--- src/rtl/idli_seq_pkg.sv ---
// Shared types and constants for the nibble-serial execution sequencer.
package idli_seq_pkg;

    localparam int NIBBLES_PER_WORD = 4;

    typedef logic [2:0] greg_t;
    typedef logic [3:0] nibble_t;

    localparam greg_t GREG_PC = 3'd7;

    typedef enum logic [2:0] {
        IDLE  = 3'd0,
        EXEC  = 3'd1,
        MEM   = 3'd2,
        ALIGN = 3'd3,
        WB    = 3'd4
    } seq_state_t;

    // Decoded instruction fields held for the duration of one instruction.
    typedef struct packed {
        greg_t a;
        greg_t b;
        greg_t c;
        logic  wr;
        logic  br;
        logic  mem;
        logic  ld;
    } instr_t;

    // Non-memory write to r7: the GRF write port owns the PC this word.
    function automatic logic is_pc_write(input instr_t ins);
        return ins.wr & ~ins.mem & (ins.a == GREG_PC);
    endfunction

    // Load that writes a register needs a WB word after the memory phase.
    function automatic logic needs_wb(input instr_t ins);
        return ins.mem & ins.ld & ins.wr;
    endfunction

endpackage

--- src/rtl/idli_seq_pcinc.sv ---
// Serial PC+1 incrementer: one nibble per cycle, carry kept between nibbles,
// +1 injected on the first nibble of the word, branch target muxed in.
module idli_seq_pcinc_m
    import idli_seq_pkg::*;
(
    input  logic    clk,
    input  logic    rst_n,
    input  logic    en,
    input  logic    first,
    input  logic    br,
    input  nibble_t pc_nib,
    input  nibble_t alu_nib,
    output nibble_t nxt_nib
);

    logic       carry_r;
    logic       carry_in_s;
    logic [4:0] sum_s;

    // Nibble add with carry-in, then select branch target or increment.
    always_comb begin
        carry_in_s = 1'b0;
        sum_s      = 5'd0;
        nxt_nib    = 4'd0;
        if (first) begin
            carry_in_s = 1'b1;
        end else begin
            carry_in_s = carry_r;
        end
        sum_s = {1'b0, pc_nib} + {4'b0000, carry_in_s};
        if (br) begin
            nxt_nib = alu_nib;
        end else begin
            nxt_nib = sum_s[3:0];
        end
    end

    // Carry register; the carry out of the top nibble is overwritten by the
    // next word's injected +1, so the PC wraps naturally.
    always_ff @(posedge clk or negedge rst_n) begin
        if (!rst_n) begin
            carry_r <= 1'b0;
        end else if (en) begin
            carry_r <= sum_s[4];
        end else begin
            carry_r <= 1'b0;
        end
    end

endmodule

--- src/rtl/idli_seq_m.sv ---
// Execution sequencer for the nibble-serial GRF: free-running nibble phase,
// word-aligned instruction accept, GRF select/write control, serial PC
// update and load/store memory sequencing.
module idli_seq_m
    import idli_seq_pkg::*;
#(
    parameter int NIB_CNT_W = 2
)
(
    input  logic                 i_seq_gck,
    input  logic                 i_seq_rst_n,
    input  logic                 i_seq_instr_vld,
    output logic                 o_seq_instr_rdy,
    input  logic [2:0]           i_seq_instr_a,
    input  logic [2:0]           i_seq_instr_b,
    input  logic [2:0]           i_seq_instr_c,
    input  logic                 i_seq_instr_wr,
    input  logic                 i_seq_instr_br,
    input  logic                 i_seq_instr_mem,
    input  logic                 i_seq_instr_ld,
    input  logic [3:0]           i_seq_alu_data,
    output logic [2:0]           o_seq_grf_b,
    output logic [2:0]           o_seq_grf_c,
    output logic [2:0]           o_seq_grf_a,
    output logic                 o_seq_grf_a_vld,
    output logic [3:0]           o_seq_grf_a_data,
    input  logic [3:0]           i_seq_grf_pc_data,
    output logic                 o_seq_grf_pc_vld,
    output logic [3:0]           o_seq_grf_pc_data,
    output logic                 o_seq_mem_req,
    input  logic                 i_seq_mem_ack,
    input  logic [3:0]           i_seq_mem_data,
    output logic [NIB_CNT_W-1:0] o_seq_phase
);

    localparam logic [NIB_CNT_W-1:0] PHASE_FIRST = {NIB_CNT_W{1'b0}};
    localparam logic [NIB_CNT_W-1:0] PHASE_LAST  = NIB_CNT_W'(NIBBLES_PER_WORD - 1);
    localparam logic [NIB_CNT_W-1:0] PHASE_ONE   = {{(NIB_CNT_W-1){1'b0}}, 1'b1};

    seq_state_t           state_r;
    seq_state_t           state_nxt_s;
    logic [NIB_CNT_W-1:0] phase_r;
    instr_t               instr_r;
    instr_t               instr_in_s;

    logic    phase_last_s;
    logic    ret_s;
    logic    capture_s;
    logic    rdy_s;
    logic    a_vld_s;
    nibble_t a_data_s;
    logic    pc_vld_s;
    logic    req_s;
    logic    pcinc_en_s;
    nibble_t pc_nxt_s;

    assign instr_in_s = '{a:   i_seq_instr_a,
                          b:   i_seq_instr_b,
                          c:   i_seq_instr_c,
                          wr:  i_seq_instr_wr,
                          br:  i_seq_instr_br,
                          mem: i_seq_instr_mem,
                          ld:  i_seq_instr_ld};

    assign phase_last_s = (phase_r == PHASE_LAST);

    idli_seq_pcinc_m u_pcinc (
        .clk     (i_seq_gck),
        .rst_n   (i_seq_rst_n),
        .en      (pcinc_en_s),
        .first   (phase_r == PHASE_FIRST),
        .br      (instr_r.br),
        .pc_nib  (i_seq_grf_pc_data),
        .alu_nib (i_seq_alu_data),
        .nxt_nib (pc_nxt_s)
    );

    // Next-state and output decode; ret_s marks a word-end cycle where the
    // sequencer is free to accept the next instruction or fall back to IDLE.
    always_comb begin
        state_nxt_s = state_r;
        ret_s       = 1'b0;
        capture_s   = 1'b0;
        rdy_s       = 1'b0;
        a_vld_s     = 1'b0;
        a_data_s    = 4'd0;
        pc_vld_s    = 1'b0;
        req_s       = 1'b0;
        pcinc_en_s  = 1'b0;

        case (state_r)
            IDLE: begin
                ret_s = phase_last_s;
            end
            EXEC: begin
                pcinc_en_s = 1'b1;
                a_vld_s    = instr_r.wr & ~instr_r.mem;
                pc_vld_s   = ~is_pc_write(instr_r);
                if (a_vld_s) begin
                    a_data_s = i_seq_alu_data;
                end else begin
                    a_data_s = 4'd0;
                end
                if (phase_last_s && instr_r.mem) begin
                    state_nxt_s = MEM;
                end else begin
                    ret_s = phase_last_s;
                end
            end
            MEM: begin
                req_s = 1'b1;
                if (i_seq_mem_ack) begin
                    if (!phase_last_s) begin
                        state_nxt_s = ALIGN;
                    end else if (needs_wb(instr_r)) begin
                        state_nxt_s = WB;
                    end else begin
                        ret_s = 1'b1;
                    end
                end else begin
                    state_nxt_s = MEM;
                end
            end
            ALIGN: begin
                if (phase_last_s && needs_wb(instr_r)) begin
                    state_nxt_s = WB;
                end else begin
                    ret_s = phase_last_s;
                end
            end
            WB: begin
                a_vld_s  = 1'b1;
                a_data_s = i_seq_mem_data;
                ret_s    = phase_last_s;
            end
            default: begin
                state_nxt_s = IDLE;
            end
        endcase

        if (ret_s) begin
            rdy_s = 1'b1;
            if (i_seq_instr_vld) begin
                capture_s   = 1'b1;
                state_nxt_s = EXEC;
            end else begin
                state_nxt_s = IDLE;
            end
        end else begin
            capture_s = 1'b0;
        end
    end

    // Phase counter, state register and captured instruction fields.
    always_ff @(posedge i_seq_gck or negedge i_seq_rst_n) begin
        if (!i_seq_rst_n) begin
            phase_r <= PHASE_FIRST;
            state_r <= IDLE;
            instr_r <= '0;
        end else begin
            phase_r <= phase_r + PHASE_ONE;
            state_r <= state_nxt_s;
            if (capture_s) begin
                instr_r <= instr_in_s;
            end else begin
                instr_r <= instr_r;
            end
        end
    end

    assign o_seq_instr_rdy   = rdy_s;
    assign o_seq_grf_b       = instr_r.b;
    assign o_seq_grf_c       = instr_r.c;
    assign o_seq_grf_a       = instr_r.a;
    assign o_seq_grf_a_vld   = a_vld_s;
    assign o_seq_grf_a_data  = a_data_s;
    assign o_seq_grf_pc_vld  = pc_vld_s;
    assign o_seq_grf_pc_data = pc_vld_s ? pc_nxt_s : 4'd0;
    assign o_seq_mem_req     = req_s;
    assign o_seq_phase       = phase_r;

endmodule

--- config.mk ---
export PLATFORM = sky130hd
export DESIGN_NAME = idli_seq_m
export DESIGN_NICKNAME = d
export VERILOG_FILES = /design/src/rtl/idli_seq_pkg.sv /design/src/rtl/idli_seq_pcinc.sv /design/src/rtl/idli_seq_m.sv
export SDC_FILE = /design/constraint.sdc
export NUM_CORES = 1
export LEC_CHECK = 0
export ABC_AREA = 1
export BUFFER_PORTS_ARGS = -buffer_cell sky130_fd_sc_hd__buf_2
export CAP_MARGIN = 20
export CORE_MARGIN = 2
export CORE_UTILIZATION = 38
export CTS_BUF_LIST = sky130_fd_sc_hd__clkbuf_8
export CTS_CLUSTER_SIZE = 8
export DETAILED_ROUTE_END_ITERATION = 7
export PLACE_DENSITY = 0.66
export REMOVE_ABC_BUFFERS = 1
export SLEW_MARGIN = 30
export SYNTH_ARGS = -nofsm -noshare
export SYNTH_HDL_FRONTEND = slang
export SYNTH_SLANG_ARGS = --single-unit
--- constraint.sdc ---
create_clock -name i_seq_gck -period 2.5 [get_ports i_seq_gck]
set_clock_uncertainty 0.2 [all_clocks]
set_input_delay 0.375 -clock i_seq_gck [delete_from_list [all_inputs] [get_ports i_seq_gck]]
set_output_delay 0.375 -clock i_seq_gck [all_outputs]
set_load 0.03 [all_outputs]
# ---- After elaboration in Yosys (flattened, before gate mapping)
# Index checks and enable logic that the tools add are counted.
dict set report word_totals {
  ff_bits 19
  inputBits 29
  word_cells 61
}
dict set report op_classes {
  add_sub_neg 2
  eq_ne 10
  n_mux 27
  n_bitwise 6
  n_reduce_logical 6
}
# cell count
set op_table {}
lappend op_table {{2-to-1 mux 3 bit} 6}
lappend op_table {{2-to-1 mux 1 bit} 14}
lappend op_table {{2-to-1 mux 4 bit} 3}
lappend op_table {{case mux 3 bit (4 select lines)} 1}
lappend op_table {{case mux 4 bit (2 select lines)} 1}
lappend op_table {{equality test 3 x 2 -> 1 bit (second input constant)} 2}
lappend op_table {{equality test 3 bit (second input constant)} 2}
lappend op_table {{inequality test 3 bit (second input constant)} 2}
lappend op_table {{adder 4 x 1 -> 5 bit} 1}
lappend op_table {{inequality test 5 bit (second input constant)} 1}
lappend op_table {{AND 1 bit} 4}
lappend op_table {{case mux 1 bit (4 select lines)} 1}
lappend op_table {{AND reduction 4 bit} 1}
lappend op_table {{equality test 3 x 1 -> 1 bit (second input constant)} 1}
lappend op_table {{logical NOT 3 bit} 1}
lappend op_table {{adder 2 x 1 -> 2 bit (second input constant)} 1}
lappend op_table {{equality test 2 bit (second input constant)} 1}
lappend op_table {{logical AND 1 bit} 2}
lappend op_table {{logical NOT 2 bit} 1}
lappend op_table {{inequality test 2 x 1 -> 1 bit (second input constant)} 1}
lappend op_table {{NOT 1 bit} 2}
lappend op_table {{case mux 1 bit (2 select lines)} 1}
lappend op_table {{OR reduction 2 bit} 1}

# ---- Logic depth before layout (Yosys ltp)
# Gate-level depths: netlist of the first run.
dict set report logic_depth {
  depth_word 8
  depth_mapped 10
}

# ---- Hierarchy
# Synthesis of the first run repeated with hierarchy kept, for this count alone.
dict set report hier_totals {
  cells_unflattened 166
  hier_area_um2 1231.2
}
# module n_inst cells_per_inst area_each_um2
set by_module_without_submodules {}
lappend by_module_without_submodules {idli_seq_m 1 141 1089.8}
lappend by_module_without_submodules {idli_seq_pcinc_m 1 25 141.4}

# ---- Worst setup path after synthesis of the first run
# No wires, ideal clock.
dict set report synth_path {
  path_type {reg-to-output}
  from {reg phase_r[0], in the netlist o_seq_phase[0]}
  to {out o_seq_grf_pc_data[2]}
  t_arrival_ns 2.085
  path_slack_ns -0.160
  stages_incl_launch_ff 11
  n_path_buf 0
  path_cell_list {dfrtp_1 > inv_1 > ha_1 > or2_2 > ha_1 > ha_1 > inv_1 > nand2_1 > nand3_1 > o21ai_0 > nor2_1}
}
dict set report synth_via {
  elab_chain_len 5
}
# element line_no
set synth_rtl {}
lappend synth_rtl {{from (decl)} idli_seq_m.sv:42} ;# logic [NIB_CNT_W-1:0] phase_r;
lappend synth_rtl {{from (signal assigned)} idli_seq_m.sv:161} ;# phase_r <= phase_r + PHASE_ONE;
lappend synth_rtl {{logical NOT 2 bit} idli_seq_m.sv:71} ;# .first (phase_r == PHASE_FIRST),
lappend synth_rtl {{2-to-1 mux 1 bit} idli_seq_pcinc.sv:25} ;# if (first) begin
lappend synth_rtl {{adder 4 x 1 -> 5 bit} idli_seq_pcinc.sv:30} ;# sum_s = {1'b0, pc_nib} + {4'b0000, carry_in_s};
lappend synth_rtl {{2-to-1 mux 4 bit} idli_seq_pcinc.sv:31} ;# if (br) begin
lappend synth_rtl {{2-to-1 mux 4 bit} idli_seq_m.sv:178} ;# assign o_seq_grf_pc_data = pc_vld_s ? pc_nxt_s : 4'd0;
lappend synth_rtl {{to (decl)} idli_seq_m.sv:29} ;# output logic [3:0] o_seq_grf_pc_data,
# Every way passes these cells.

# ---- Final worst setup path of the first run
dict set report layout_path {
  from {reg phase_r[1], in the netlist o_seq_phase[1]}
  to {out o_seq_grf_pc_data[2]}
}
# Same word-level chain as after synthesis.

==> results.py, run 1 <==
metrics = {
    "timing": {
        "rsz0062_at_grt": "yes",
        "whs_ps": 143,
        "post-route-period-util_pct": 98.3,
        "setup_tns_ps": 0,
        "max_slew_margin_pct": 72.4,
        "max_freq_mhz": 407,
        "hold_viol": 0,
        "max_slew.worst_pin.slew_ps": 414,
        "slew_viol_final": 0,
        "setup_ws_ps": 42.7,
        "setup_viol": 0,
        "min_period_ps": 2460,
    },
    "setup_path": {
        "critical_path_class": "register to output pin",
        "cp.arrival_ps": 1880,
        "crit-reg2reg-launch": "o_seq_phase[0]$_DFF_PN0_",
        "required_ps": 1920,
        "r2r_cells": 9,
        "r2r-end": "state_r[0]$_DFFE_PN0P_",
        "cp_max_fo": 3,
        "worstSetupStartpointType": "register",
        "rrSetupSlack_ps": 560,
        "end_kind": "output pin",
    },
    "logic_synthesis": {
        "synthCells": 159,
        "ys_types": 21,
        "synth.top_cell.area_share_pct": 39.3,
        "synthArstFlopShare_pct": 100,
        "seq_area_frac_synth_pct": 39.3,
        "ys_ff_latch": 19,
        "synth_area_leaders": "dfrtp_1, nand2_1, nand3_1",
        "synthTopCellsByCount": "nand2_1, nand3_1, dfrtp_1",
        "synthDominantAreaCellType": "dfrtp_1",
        "yosysWarningCount": 0,
        "synth_enable_flop_cells": 0,
        "syn_area_um2": 1210,
        "synth.most_common_cell": "nand2_1",
        "synthFlopType": "dfrtp_1",
        "avgSynthCellArea_um2": 7.61,
    },
    "final_layout": {
        "fin_util_pct": 50.6,
        "regArea_um2": 475,
        "multi_input_area_um2": 611,
        "area_delta_synth_final_pct": 27.7,
        "layout-drive-gt1-share_pct": 36.4,
        "diodes": 0,
        "fill_cells": 337,
        "nets": 240,
    },
    "floorplan": {
        "die_y_um": 60.4,
        "core_um2": 3050,
        "fp.dieW_um": 60.4,
        "placementRows": 20,
        "initial_utilization_pct": 39.6,
        "fp.dieArea_um2": 3650,
        "io_pins": 52,
    },
    "place": {
        "port_buffers": 51,
        "place_congestion": 0.787,
        "hpwl_um": 2050,
        "pre_cts_ws_ps": 124,
    },
    "clocking": {
        "cts_tree": "built",
        "numCtsBuffers": 3,
        "htree_levels": 1,
        "cts.path.max_buffers": 2,
        "clk_pin_slew_worst_paths_ps": 70,
        "clkLatencyLatePin_ps": 260,
        "clock_sink_count": 19,
        "clock-root-buffer": "clkbuf_8",
    },
    "power_and_ir_drop": {
        "vdd_drop_max_mv": 0.560,
        "leakage_uw": 0.000854,
        "power_uw": 1520,
        "powerDensity_nw_per_um2": 981,
    },
    "grt": {
        "grt_start_max_net_pins": 20,
        "grt_usage_pct": 16.0,
        "grt_remaining_overflow": 0,
        "grt_pass1_vias": 1074,
        "antenna_found_initial": 0,
        "grt_first_pass_wirelength_um": 4420,
    },
    "routing": {
        "drc": 0,
        "viasPerCell": 4.72,
        "post_drt_wl_per_cell_um": 10.9,
        "dr_total_vias": 1180,
        "finalWirelength_um": 2720,
        "ant_nets": 0,
        "drt-initial-drc-count": 34,
        "dr.pass1.iters": 4,
    },
    "min_path": {
        "hold_end": "o_seq_grf_b[1]$_DFFE_PN0P_",
        "hold_path.class": "input pin to register",
        "hp-start": "i_seq_instr_b[1]",
        "hold_path_depth": 3,
    },
    "outcome": {
        "status": "complete, no violations",
    },
    "run": {
        "maxCapViolCount": 0,
    },
}
area by class of cell:
type,instances,area share (%)
timing repair buffer,56,19.8
clock buffer,3,2.67
multi-input combinational,113,39.5
tap,44,3.56
sequential,19,30.8
inverter,14,3.40
clock inverter,1,0.243
per-layer routing:
layer	vias up	GRT usage (%)	wire length [um]
met3	5	2.99	209
met5	-	0	0
li1	601	-	-
met1	527	19.9	1210
met4	0	5.59	39
met2	47	28.0	1260
logic make-up after synthesis:
group / after synthesis / synth area share (%)
DFF: 19 / 39.3
adders and majority gates: 4 / 4.14
and+or+nand+nor: 95 / 37.7
AOI/OAI and AO/OA: 14 / 5.79
buffers and inverters: 27 / 13.0
worst max-delay path by stage:
stage	startpoint	end	slack [ps]	depth (start not counted)
3_3_place_gp	o_seq_phase[0]$_DFF_PN0_	o_seq_grf_pc_data[2]	170	11
2_1_floorplan	o_seq_phase[0]$_DFF_PN0_	o_seq_grf_pc_data[2]	-160	10
6_report	o_seq_phase[1]$_DFF_PN0_	o_seq_grf_pc_data[2]	40	11
4_1_cts	o_seq_phase[1]$_DFF_PN0_	o_seq_grf_pc_data[1]	3	8
3_5_place_dp	o_seq_phase[0]$_DFF_PN0_	o_seq_grf_pc_data[2]	120	11
5_1_grt	o_seq_phase[1]$_DFF_PN0_	o_seq_grf_pc_data[2]	-80	11
critical path, cell delays in order (launching register included):
cell	delay [ps]
dfrtp_1	370
inv_1	60
ha_2	160
or2_4	250
ha_4	170
ha_4	160
inv_2	40
nand2_1	40
nand3_1	60
o21ai_1	60
nor2_1	90
buf_4	160
sequential cells by signal, indices dropped and copies added, names as in the netlist:
register	flops
o_seq_phase	2
o_seq_grf_c	3
u_pcinc.carry_r	1
o_seq_grf_b	3
state_r	3
instr_r	4
o_seq_grf_a	3
through the flow:
| stage | cell area [um2] | std cells |
|---|---|---|
| after floorplan | 1100 | 146 |
| after global placement | 1420 | 241 |
| after detailed placement | 1420 | 241 |
| after CTS | 1510 | 247 |
| after global routing | 1550 | 250 |
| final | 1550 | 250 |
placed cells by master, fill, tap and decap left out:
cell type and instances:
buf_2 48, nand2_1 46, nand3_1 28, dfrtp_1 19, inv_1 13, o21ai_0 9
nor2_1 8, buf_4 6, nor2_2 3, a21oi_1 3, clkbuf_8 3, nand2_2 2
inv_2 2, nand3_2 2, ha_4 2, or2_4 1, nor2_4 1, nand4_4 1
nand4_1 1, and2_1 1, o21ai_1 1, a21oi_2 1, nand2_4 1, ha_2 1
ha_1 1, dlygate4sd3_1 1, buf_6 1
timing repair:
action / in CTS / in global routing
hold buffers: 1 / 0
setup buffers: 1 / 3
cloned: 0 / 0
pin swaps: 2 / 6
gates resized for setup: 8 / 6
endpoints found under the hold margin: 19 / 0
endpoints found under the setup margin: 2 / 3
report_power, final:
group          internal, uW  switching (uW)
registers               426             112
clock network           109             100
logic                   239             529
Note: power is estimated with default switching activity, not from simulation.
==> run 2: changes to the inputs <==
--- a/config.mk
+++ b/config.mk
@@ -13,7 +13,7 @@
 export CTS_BUF_LIST = sky130_fd_sc_hd__clkbuf_8
 export CTS_CLUSTER_SIZE = 8
 export DETAILED_ROUTE_END_ITERATION = 7
-export PLACE_DENSITY = 0.66
+export PLACE_DENSITY = 0.71
 export REMOVE_ABC_BUFFERS = 1
 export SLEW_MARGIN = 30
 export SYNTH_ARGS = -nofsm -noshare
==> constraint.sdc (replaced) <==
create_clock -name i_seq_gck -period 2.45 [get_ports i_seq_gck]
set_clock_uncertainty 0.2 [all_clocks]
set_input_delay 0.3675 -clock i_seq_gck [delete_from_list [all_inputs] [get_ports i_seq_gck]]
set_output_delay 0.3675 -clock i_seq_gck [all_outputs]
set_load 0.03 [all_outputs]
==> run 2 against run 1 <==
  * The flow now finishes with violations (negative setup slack)
  * Routed wire length grew 6.1%
  * Utilization is 1.1 points higher
  * Design area up 2.3%
  * Non-clock buffer count up 5
  * Clock power about the same
  * Via count down 1.4%
  * Worst setup slack got worse by 49 ps
  * Die area stayed put
  * Critical path depth unchanged
  * First-iteration DRC count shrank 47%
==> results.py, run 2 (synthesis gave the netlist of run 1 again) <==
metrics = {
    "setup_path": {
        "critical_path_class": "register to output pin",
        "rrSetupSlack_ps": 540,
        "required_ps": 1880,
        "cp_max_fo": 3,
        "worstSetupStartpointType": "register",
        "end_kind": "output pin",
        "cp.arrival_ps": 1890,
    },
    "routing": {
        "dr.pass1.iters": 4,
        "viasPerCell": 4.56,
        "finalWirelength_um": 2890,
        "post_drt_wl_per_cell_um": 11.3,
        "drc": 0,
        "drt-initial-drc-count": 18,
        "ant_nets": 0,
        "dr_total_vias": 1163,
    },
    "grt": {
        "antenna_found_initial": 0,
        "grt_usage_pct": 16.2,
        "grt_pass1_vias": 1102,
        "grt_start_max_net_pins": 20,
        "grt_remaining_overflow": 0,
        "grt_first_pass_wirelength_um": 4560,
    },
    "floorplan": {
        "die_y_um": 60.4,
        "placementRows": 20,
        "fp.dieArea_um2": 3650,
        "io_pins": 52,
        "fp.dieW_um": 60.4,
        "core_um2": 3050,
        "initial_utilization_pct": 39.6,
    },
    "power_and_ir_drop": {
        "power_uw": 1560,
        "vdd_drop_max_mv": 0.527,
        "leakage_uw": 0.000878,
        "powerDensity_nw_per_um2": 985,
    },
    "final_layout": {
        "regArea_um2": 475,
        "fin_util_pct": 51.8,
        "layout-drive-gt1-share_pct": 38.4,
        "nets": 245,
        "multi_input_area_um2": 611,
        "area_delta_synth_final_pct": 30.6,
        "most-common-layout-cells": "buf_2, nand2_1, nand3_1",
        "fill_cells": 338,
        "largest_reg_flops": 4,
        "final_cell_area_um2": 1580,
        "diodes": 0,
        "largest_register": "instr_r",
        "layout.cells.most_common": "buf_2",
    },
    "run": {
        "maxCapViolCount": 0,
    },
    "clocking": {
        "clock-root-buffer": "clkbuf_8",
        "numCtsBuffers": 3,
        "cts_tree": "built",
        "clock_sink_count": 19,
        "clkLatencyLatePin_ps": 250,
        "clk_pin_slew_worst_paths_ps": 70,
        "htree_levels": 1,
        "cts.path.max_buffers": 2,
    },
    "timing": {
        "rsz0062_at_grt": "yes",
        "max_slew.worst_pin.slew_ps": 433,
        "setup_ws_ps": -6.76,
        "max_slew_margin_pct": 71.1,
        "setup_viol": 1,
        "hold_viol": 0,
        "post-route-period-util_pct": 100,
        "max_freq_mhz": 407,
        "min_period_ps": 2460,
        "slew_viol_final": 0,
        "setup_tns_ps": -6.76,
    },
    "place": {
        "hpwl_um": 2050,
        "place_congestion": 0.808,
        "place_area_um2": 1420,
        "port_buffers": 51,
    },
    "min_path": {
        "hold_path.class": "input pin to register",
    },
    "outcome": {
        "violations": "negative setup slack",
        "status": "finished with violations",
    },
}
-- run 2: worst paths after layout --
kind,endpoint,cells after the start,startpoint
max,o_seq_grf_pc_data[2],11,o_seq_phase[1]$_DFF_PN0_
min,o_seq_grf_c[0]$_DFFE_PN0P_,3,i_seq_instr_c[0]
max reg2reg,state_r[0]$_DFFE_PN0P_,9,o_seq_phase[0]$_DFF_PN0_
min reg2reg,o_seq_grf_b[0]$_DFFE_PN0P_,2,o_seq_grf_b[0]$_DFFE_PN0P_
max in group asynchronous,o_seq_phase[0]$_DFF_PN0_,2,i_seq_rst_n
min in group asynchronous,o_seq_grf_c[1]$_DFFE_PN0P_,2,i_seq_rst_n
-- run 2: timing repair --
action / CTS / global route
setup endpoints to repair: 2 / 3
hold endpoints to repair: 19 / 0
pin swaps: 1 / 6
hold buffers: 1 / 0
setup buffers: 1 / 7
resized for setup: 9 / 4
-- run 2: where the power goes --
part	switching, uW	internal [uW]	total, uW	leakage [uW]
clock	97.3	111	209	0.0000269
sequential	105	435	540	0.000238
combinational	561	246	808	0.000614
total	764	793	1560	0.000878
-- run 2: area by class of cell --
class                           instances  share of cell area [%]
Multi-Input combinational cell        113                    38.6
Sequential cell                        19                    30.1
Timing Repair Buffer                   61                    21.6
Tap cell                               44                    3.48
Inverter                               14                    3.33
Clock buffer                            3                    2.61
Clock inverter                          1                   0.238
-- run 2: critical path, stage by stage, from the launching register on --
cell     delay, ps
dfrtp_1        360
inv_1           50
ha_2           170
or2_4          250
ha_4           170
ha_4           160
inv_2           40
nand2_1         40
nand3_1         50
o21ai_1         70
nor2_1         120
buf_4          170
-- run 2: metal layers --
metal  vias up  GRT usage [%]  share of wire, %
met2        41           28.1                46
met5         -              0                 0
met3         2           2.99               6.4
li1        608              -                 -
met4         0           5.90              0.42
met1       512           20.3                47
-- run 2: metrics by stage --
step | cells | worst slack [ps] | hold WS (ps)
finish | 255 | -6.76 | 141
global placement | 242 | 129 | 131
CTS | 248 | 11.1 | 138
floorplan | 146 | -203 | -128
global route | 255 | -101 | 157
detailed placement | 242 | 85.7 | 135
